--- src/rtl/header_link_pkg.sv ---
// Shared UART definitions for header_link: bit-period helper, FSM state
// encoding and frame geometry used by both receive and transmit paths.
package header_link_pkg;

  localparam int DATA_BITS  = 8;
  localparam int FRAME_BITS = 10;

  typedef enum logic [1:0] {
    ST_IDLE,
    ST_START,
    ST_DATA,
    ST_STOP
  } uart_state_t;

  // Clock cycles per bit, rounded to nearest.
  function automatic int calc_div(input int clk_hz, input int baud);
    return (clk_hz + baud / 2) / baud;
  endfunction

endpackage

--- src/rtl/header_link_uart_rx_byte.sv ---
// Single-byte UART receiver: two-flop synchroniser, mid-bit sampling FSM,
// byte_valid on a good stop bit and stop_error on a bad one.
module uart_rx_byte
  import header_link_pkg::*;
#(
  parameter int DIV = 10
) (
  input  logic       i_clock,
  input  logic       i_reset_n,
  input  logic       i_rxd,
  output logic [7:0] o_byte,
  output logic       o_byte_valid,
  output logic       o_stop_error,
  output logic       o_busy
);

  localparam int CW = $clog2(DIV);
  localparam logic [CW-1:0] HALF_LAST = CW'(DIV / 2 - 1);
  localparam logic [CW-1:0] BIT_LAST  = CW'(DIV - 1);

  logic          r_sync1;
  logic          r_sync2;
  uart_state_t   r_state;
  uart_state_t   w_state_next;
  logic [CW-1:0] r_cnt;
  logic [CW-1:0] w_cnt_next;
  logic [2:0]    r_bit;
  logic [2:0]    w_bit_next;
  logic [7:0]    r_shift;
  logic [7:0]    w_shift_next;
  logic          r_armed;
  logic          w_armed_next;
  logic          w_byte_valid;
  logic          w_stop_error;
  logic          r_byte_valid;
  logic          r_stop_error;

  always_ff @(posedge i_clock or negedge i_reset_n) begin
    if (!i_reset_n) begin
      r_sync1      <= 1'b1;
      r_sync2      <= 1'b1;
      r_state      <= ST_IDLE;
      r_cnt        <= '0;
      r_bit        <= '0;
      r_shift      <= '0;
      r_armed      <= 1'b0;
      r_byte_valid <= 1'b0;
      r_stop_error <= 1'b0;
    end else begin
      r_sync1      <= i_rxd;
      r_sync2      <= r_sync1;
      r_state      <= w_state_next;
      r_cnt        <= w_cnt_next;
      r_bit        <= w_bit_next;
      r_shift      <= w_shift_next;
      r_armed      <= w_armed_next;
      r_byte_valid <= w_byte_valid;
      r_stop_error <= w_stop_error;
    end
  end

  // r_armed blocks a new start until the line has been seen idle (high),
  // so a held break after a framing error is not decoded as bytes.
  always_comb begin
    w_state_next = r_state;
    w_cnt_next   = r_cnt;
    w_bit_next   = r_bit;
    w_shift_next = r_shift;
    w_armed_next = r_armed;
    w_byte_valid = 1'b0;
    w_stop_error = 1'b0;
    case (r_state)
      ST_IDLE: begin
        w_cnt_next = '0;
        if (r_sync2) begin
          w_armed_next = 1'b1;
        end else if (r_armed) begin
          w_state_next = ST_START;
        end
      end
      ST_START: begin
        if (r_cnt == HALF_LAST) begin
          w_cnt_next   = '0;
          w_bit_next   = '0;
          w_state_next = r_sync2 ? ST_IDLE : ST_DATA;
        end else begin
          w_cnt_next = r_cnt + CW'(1);
        end
      end
      ST_DATA: begin
        if (r_cnt == BIT_LAST) begin
          w_cnt_next   = '0;
          w_shift_next = {r_sync2, r_shift[7:1]};
          w_bit_next   = r_bit + 3'd1;
          if (r_bit == 3'(DATA_BITS - 1)) begin
            w_state_next = ST_STOP;
          end
        end else begin
          w_cnt_next = r_cnt + CW'(1);
        end
      end
      ST_STOP: begin
        if (r_cnt == BIT_LAST) begin
          w_cnt_next   = '0;
          w_state_next = ST_IDLE;
          if (r_sync2) begin
            w_byte_valid = 1'b1;
          end else begin
            w_stop_error = 1'b1;
            w_armed_next = 1'b0;
          end
        end else begin
          w_cnt_next = r_cnt + CW'(1);
        end
      end
      default: w_state_next = ST_IDLE;
    endcase
  end

  assign o_byte       = r_shift;
  assign o_byte_valid = r_byte_valid;
  assign o_stop_error = r_stop_error;
  assign o_busy       = (r_state != ST_IDLE);

endmodule

--- src/rtl/header_link.sv ---
// Host UART framing: assembles fixed-length block headers from the serial
// link and serialises found nonces back, MSB byte first.
module header_link
  import header_link_pkg::*;
#(
  parameter int CLK_HZ       = 50_000_000,
  parameter int BAUD         = 115200,
  parameter int HEADER_BYTES = 80,
  parameter int NONCE_BYTES  = 4,
  parameter int TIMEOUT_BITS = 20
) (
  input  logic                                i_clock,
  input  logic                                i_reset_n,
  input  logic                                i_rxd,
  output logic                                o_txd,
  output logic [8*HEADER_BYTES-1:0]           o_header,
  output logic                                o_header_valid,
  output logic                                o_frame_error,
  output logic [$clog2(HEADER_BYTES+1)-1:0]   o_rx_count,
  input  logic [8*NONCE_BYTES-1:0]            i_nonce,
  input  logic                                i_nonce_send,
  output logic                                o_tx_busy
);

  localparam int DIV       = calc_div(CLK_HZ, BAUD);
  localparam int HB        = 8 * HEADER_BYTES;
  localparam int NB        = 8 * NONCE_BYTES;
  localparam int RCW       = $clog2(HEADER_BYTES + 1);
  localparam int TO_CYCLES = TIMEOUT_BITS * DIV;
  localparam int TCW       = $clog2(TO_CYCLES + 1);
  localparam int CW        = $clog2(DIV);
  localparam int BCW       = $clog2(NONCE_BYTES + 1);
  localparam logic [RCW-1:0] RX_LAST  = RCW'(HEADER_BYTES - 1);
  localparam logic [TCW-1:0] TO_LAST  = TCW'(TO_CYCLES - 1);
  localparam logic [CW-1:0]  BIT_LAST = CW'(DIV - 1);

  logic [7:0] w_rx_byte;
  logic       w_byte_valid;
  logic       w_stop_error;
  logic       w_rx_busy;

  uart_rx_byte #(.DIV(DIV)) u_rx (
    .i_clock      (i_clock),
    .i_reset_n    (i_reset_n),
    .i_rxd        (i_rxd),
    .o_byte       (w_rx_byte),
    .o_byte_valid (w_byte_valid),
    .o_stop_error (w_stop_error),
    .o_busy       (w_rx_busy)
  );

  logic [HB-1:0]  r_assembly;
  logic [HB-1:0]  r_header;
  logic [RCW-1:0] r_rx_count;
  logic [TCW-1:0] r_idle_cnt;
  logic           r_header_valid;
  logic           r_frame_error;

  // Idle counter is preloaded to 1 on byte acceptance so the timeout pulse
  // lands exactly TO_CYCLES after the stop-bit sample.
  always_ff @(posedge i_clock or negedge i_reset_n) begin
    if (!i_reset_n) begin
      r_assembly     <= '0;
      r_header       <= '0;
      r_rx_count     <= '0;
      r_idle_cnt     <= '0;
      r_header_valid <= 1'b0;
      r_frame_error  <= 1'b0;
    end else begin
      r_header_valid <= 1'b0;
      r_frame_error  <= 1'b0;
      if (w_stop_error) begin
        r_assembly    <= '0;
        r_rx_count    <= '0;
        r_idle_cnt    <= '0;
        r_frame_error <= 1'b1;
      end else if (w_byte_valid) begin
        r_idle_cnt <= TCW'(1);
        if (r_rx_count == RX_LAST) begin
          r_header       <= {r_assembly[HB-9:0], w_rx_byte};
          r_header_valid <= 1'b1;
          r_assembly     <= '0;
          r_rx_count     <= '0;
        end else begin
          r_assembly <= {r_assembly[HB-9:0], w_rx_byte};
          r_rx_count <= r_rx_count + RCW'(1);
        end
      end else if (w_rx_busy || (r_rx_count == '0)) begin
        r_idle_cnt <= '0;
      end else if (r_idle_cnt == TO_LAST) begin
        r_assembly    <= '0;
        r_rx_count    <= '0;
        r_idle_cnt    <= '0;
        r_frame_error <= 1'b1;
      end else begin
        r_idle_cnt <= r_idle_cnt + TCW'(1);
      end
    end
  end

  assign o_header       = r_header;
  assign o_header_valid = r_header_valid;
  assign o_frame_error  = r_frame_error;
  assign o_rx_count     = r_rx_count;

  uart_state_t   r_tx_state;
  uart_state_t   w_tx_state_next;
  logic [CW-1:0] r_tx_cnt;
  logic [CW-1:0] w_tx_cnt_next;
  logic [3:0]    r_tx_bit;
  logic [3:0]    w_tx_bit_next;
  logic [BCW-1:0] r_tx_byte_idx;
  logic [BCW-1:0] w_tx_byte_idx_next;
  logic [NB-1:0] r_tx_shift;
  logic [NB-1:0] w_tx_shift_next;
  logic          r_txd;
  logic          w_txd_next;
  logic          r_tx_busy;
  logic          w_tx_busy_next;
  logic [7:0]    w_tx_cur;

  assign w_tx_cur = r_tx_shift[NB-1 -: 8];

  always_ff @(posedge i_clock or negedge i_reset_n) begin
    if (!i_reset_n) begin
      r_tx_state    <= ST_IDLE;
      r_tx_cnt      <= '0;
      r_tx_bit      <= '0;
      r_tx_byte_idx <= '0;
      r_tx_shift    <= '0;
      r_txd         <= 1'b1;
      r_tx_busy     <= 1'b0;
    end else begin
      r_tx_state    <= w_tx_state_next;
      r_tx_cnt      <= w_tx_cnt_next;
      r_tx_bit      <= w_tx_bit_next;
      r_tx_byte_idx <= w_tx_byte_idx_next;
      r_tx_shift    <= w_tx_shift_next;
      r_txd         <= w_txd_next;
      r_tx_busy     <= w_tx_busy_next;
    end
  end

  // r_tx_bit indexes the frame: 0 = start, 1..8 = data, 9 = stop.
  always_comb begin
    w_tx_state_next    = r_tx_state;
    w_tx_cnt_next      = r_tx_cnt;
    w_tx_bit_next      = r_tx_bit;
    w_tx_byte_idx_next = r_tx_byte_idx;
    w_tx_shift_next    = r_tx_shift;
    w_txd_next         = r_txd;
    w_tx_busy_next     = r_tx_busy;
    if (r_tx_state == ST_IDLE) begin
      w_txd_next     = 1'b1;
      w_tx_busy_next = 1'b0;
      if (i_nonce_send) begin
        w_tx_state_next    = ST_START;
        w_tx_shift_next    = i_nonce;
        w_tx_cnt_next      = '0;
        w_tx_bit_next      = '0;
        w_tx_byte_idx_next = '0;
        w_txd_next         = 1'b0;
        w_tx_busy_next     = 1'b1;
      end
    end else if (r_tx_cnt != BIT_LAST) begin
      w_tx_cnt_next = r_tx_cnt + CW'(1);
    end else begin
      w_tx_cnt_next = '0;
      w_tx_bit_next = r_tx_bit + 4'd1;
      case (r_tx_state)
        ST_START: begin
          w_tx_state_next = ST_DATA;
          w_txd_next      = w_tx_cur[0];
        end
        ST_DATA: begin
          if (r_tx_bit == 4'(FRAME_BITS - 2)) begin
            w_tx_state_next = ST_STOP;
            w_txd_next      = 1'b1;
          end else begin
            w_txd_next = w_tx_cur[r_tx_bit[2:0]];
          end
        end
        ST_STOP: begin
          w_tx_bit_next = '0;
          if (r_tx_byte_idx == BCW'(NONCE_BYTES - 1)) begin
            w_tx_state_next = ST_IDLE;
            w_tx_busy_next  = 1'b0;
          end else begin
            w_tx_state_next    = ST_START;
            w_tx_byte_idx_next = r_tx_byte_idx + BCW'(1);
            w_tx_shift_next    = {r_tx_shift[NB-9:0], 8'h00};
            w_txd_next         = 1'b0;
          end
        end
        default: w_tx_state_next = ST_IDLE;
      endcase
    end
  end

  assign o_txd     = r_txd;
  assign o_tx_busy = r_tx_busy;

endmodule

--- config.mk ---
export PLATFORM = sky130hd
export DESIGN_NAME = header_link
export DESIGN_NICKNAME = d
export VERILOG_FILES = /design/src/rtl/header_link_pkg.sv /design/src/rtl/header_link_uart_rx_byte.sv /design/src/rtl/header_link.sv
export SDC_FILE = /design/constraint.sdc
export NUM_CORES = 2
export LEC_CHECK = 0
export BUFFER_PORTS_ARGS = -buffer_cell sky130_fd_sc_hd__buf_4
export CAP_MARGIN = 20
export CORE_MARGIN = 2
export CORE_UTILIZATION = 56
export CTS_CLUSTER_SIZE = 28
export DETAILED_ROUTE_END_ITERATION = 8
export PLACE_DENSITY = 0.78
export RECOVER_POWER = 100
export SYNTH_ARGS = -nofsm -noshare
export SYNTH_HDL_FRONTEND = slang
export SYNTH_SLANG_ARGS = --single-unit
export TNS_END_PERCENT = 5
--- constraint.sdc ---
create_clock -name i_clock -period 4.98 [get_ports i_clock]
set_input_delay 0.747 -clock i_clock [delete_from_list [all_inputs] [get_ports i_clock]]
set_output_delay 0.747 -clock i_clock [all_outputs]
set_load 0.01 [all_outputs]
==> metrics.md <==
| Metric | Value |
|---|---|
| Height of the die | `slightly above 300 µm` |
| Dominant synthesized flop cell | `dfrtp_1` |
| Setup Skew | `37.7 ps` |
| Wire length per cell | `around 24 µm` |
| Post-synthesis mux area share | `between 15 and 20%` |
| Tightest Pin Transition | `2450 ps` |
| Total clock sinks | `1,374` |
| Synth area leader | `dfrtp_1` |
| Die Wd | `a little over 300 µm` |
| Layout cells sized above 1 | `about a quarter` |
| CTS tree | `built` |
| Drt first pass iters | `5` |
| Longest Clk Path Bufs | `3` |
| Layout area overhead | `16.1%` |
| Worst min path class | `input port to flip-flop` |
| Post-Synth XOR/XNOR Area | `less than 1%` |
| Via/cell ratio | `between 5 and 6` |
| Top-count cell post-synth | `dfrtp_1` |
| FF+latch count, synth | `between 1k and 1.5k` |
| Global-route wire length before repair | `190,000 µm` |
| Adder-Cell Fraction of Synth Area | `0.540%` |
| Initial core utilization | `56.5%` |
| CTS root buf | `clkbuf_16` |
| Post-synth cell types | `56` |
| Critical Path End Type | `flip-flop` |
| Post-Route WL | `about 120,000 µm` |
| GRT Total Usage | `a little over a quarter` |
| Final setup margin | `around 1200 ps` |
| Std cell rows | `110` |
| Final cycle utilization of the critical path | `between 70 and 80%` |
| EDFF count, synth | `0` |
| Syn_nets | `between 3k and 4k` |
| CTS resizes | `0` |
| CP Launch Type | `flip-flop` |
| Hold Path Depth | `1` |
| HPWL after DPL | `around 80,000 µm` |
| Overflow after GRT | `0` |
| Via count | `between 30k and 40k` |
| Avg Cell Area, Syn | `15.8 µm²` |
| Rel. slew slack | `-63.5%` |
| Gpl congestion | `approximately 0.84` |
| Outcome | `finished, violations left` |
| Seq/Total Area, Yosys | `67.5%` |
| Crit path required time | `approximately 5700 ps` |
| Core region area | `~0.090 mm²` |
| Routed Antenna Nets | `0` |
| Max-Cap Viols | `11` |
| Nets | `between 3k and 4k` |
| Final setup fails | `0` |
| Num CTS Buffers | `approximately 140` |
| Finished Layout Cells | `5,160` |
| Minimum clock period after layout | `3760 ps` |
| Vias in the first global route | `slightly above 30k` |
| Fillers | `approximately 6.6k` |
| Pwr/cell area | `between 300 and 400 mW/mm²` |
| Die area | `a little over 0.09 mm²` |
| Cells after synthesis | `~3.2k` |
| Setup TNS | `0 ps` |
| CTS H-tree depth | `4` |
| Final hold violation count | `0` |
| Maximum number of pins on one net before global-route repair | `181` |
| Clock-pin slew on the worst setup and hold paths | `approximately 60 ps` |
| Io pins | `roughly 690` |
| Top cells by count, synth | `dfrtp_1 (1,371), mux2_2 (697), a22o_1 (644), clkbuf_1 (158), buf_6 (53)` |
| Peak Freq | `between 200 and 300 MHz` |
| WS Path Type | `flip-flop to flip-flop` |
| Post-synth top area share | `about two thirds` |
| Leakage | `approximately 0.029 µW` |
| WP data arrival | `4430 ps` |
| RSZ-0062 raised after global routing | `false` |
| VDD IR-drop max | `between 0.3 and 0.4 mV` |
| Ys async rst share | `100%` |
| R2R depth | `6` |
| Clock Latency Late Sink | `750 ps` |
| Worst-path fanout max | `90` |
| Residual DRC count | `0` |
| IO Port Bufs | `a little under 700` |
| Max-slew violations | `between 800 and 900` |
| Placed cells | `about 5k` |
| Setup WS pre-CTS | `2100 ps` |
| Antenna violations before repair | `0` |
| Synth warn | `0` |
| Failing checks | `max-capacitance violations, max-slew violations` |
| Simple-gate share of the synthesized area | `between 1 and 1.5%` |
| Largest family of logic cells by synthesized area | `multiplexers` |
| Post-Syn Area | `slightly above 0.05 mm²` |
| Synth Area in Compound Gates | `between 10% and 20%` |
| Reg2reg setup slack | `between 1000 and 1500 ps` |
| Most area-consuming cells after synthesis | `dfrtp_1 (67%), mux2_2 (15%), a22o_1 (11%)` |
| Initial DRC Count | `between 2k and 2.5k` |
area by class of cell:
| cell class | count | area (µm²) | share of cell area, % |
|---|---|---|---|
| diodes | 1 | 2.50 | 0.00423 |
| multi-input cells | 1601 | 15200 | 25.8 |
| repair buffers | 730 | 3200 | 5.42 |
| clock buffers | 202 | 4130 | 6.98 |
| flip-flops and latches | 1374 | 34400 | 58.1 |
| well taps | 1176 | 1470 | 2.49 |
| inverters | 27 | 101 | 0.171 |
| clock inverters | 49 | 621 | 1.05 |
registers in the layout, summed over array words and instances (netlist names), 2 cells and up, named ones only:
name and flops:
u_rx.r_bit 3, r_assembly 632, r_tx_bit 4, r_tx_byte_idx 3
u_rx.r_cnt 9, o_rx_count 7, u_rx.o_byte 8, r_tx_state 2
r_tx_shift 32, r_idle_cnt 14, o_header 640, r_tx_cnt 9
worst paths after layout:
path	from	end
min in group asynchronous	i_reset_n	o_header[584]$_DFFE_PN0P_
max in group asynchronous	i_reset_n	r_assembly[520]$_DFFE_PN0P_
min reg2reg	u_rx.r_sync1$_DFF_PN1_	u_rx.r_sync2$_DFF_PN1_
max	o_rx_count[4]$_DFFE_PN0P_	r_assembly[211]$_DFFE_PN0P_
max reg2reg	o_rx_count[4]$_DFFE_PN0P_	r_assembly[211]$_DFFE_PN0P_
min	i_rxd	u_rx.r_sync1$_DFF_PN1_
power breakdown:
part           total [µW]  leakage, µW  switching (µW)  internal [µW]
Combinational         860      0.00802             502            358
Clock               10600      0.00234            4350           6270
Sequential          11500       0.0191             132          11400
cells by family after synthesis:
kind of cell	count (synthesis)
flops	1374
mux	702
compound gates	721
fa+ha+maj	22
xor+xnor	17
simple gates	139
buf+inv	249
repair_timing:
item | CTS | global route
hold buffers | 1 | 0
setup buffers | 0 | 0
endpoints found under the hold margin | 14 | 0
routing by layer:
metal  global-route usage (%)  up-vias  wire length (µm)  part of all wire, %
li1                         -    13300                 -                    -
met5                        0        -                 0                    0
met3                     9.36      237             10000                  8.1
met4                     11.4        0              5070                  4.1
met2                     40.6      916             58500                   47
met1                     33.9    16100             50100                   40
layout by cell type, fill, tap and decap left out, types with 10 or more instances in the layout:
| cell | synthesis | routed |
|---|---|---|
| dfrtp_1 | 1371 | 1371 |
| mux2_2 | 697 | 694 |
| clkbuf_1 | 158 | 682 |
| a22o_1 | 644 | 644 |
| clkbuf_16 | 0 | 143 |
| buf_4 | 0 | 44 |
| nor2_1 | 36 | 36 |
| clkbuf_8 | 0 | 33 |
| o21ai_0 | 27 | 28 |
| inv_1 | 27 | 27 |
| nand2_1 | 25 | 25 |
| clkinv_2 | 0 | 23 |
| ha_1 | 22 | 22 |
| nand3_1 | 19 | 19 |
| buf_12 | 0 | 15 |
| and3_1 | 12 | 12 |
| a21oi_1 | 10 | 10 |
| clkbuf_2 | 0 | 10 |
worst max-delay path, cell delays in order (launching register included):
cell and delay [ps]:
dfrtp_1 460, nor2_1 310, nand4_1 200, a311oi_1 1040
buf_12 410, clkbuf_2 860, a22o_1 280
metrics by stage:
step	util, %	power (µW)	hold slack [ps]	cell area (µm²)
6_report	65.6	23000	131	59100
3_5_place_dp	63.2	12600	349	57000
3_3_place_gp	63.2	12500	346	57000
2_1_floorplan	-	12200	345	51000
4_1_cts	68.5	23200	65.5	61700
5_1_grt	65.6	23800	93.8	59100
No activity file was read; power rests on OpenSTA's default activity.
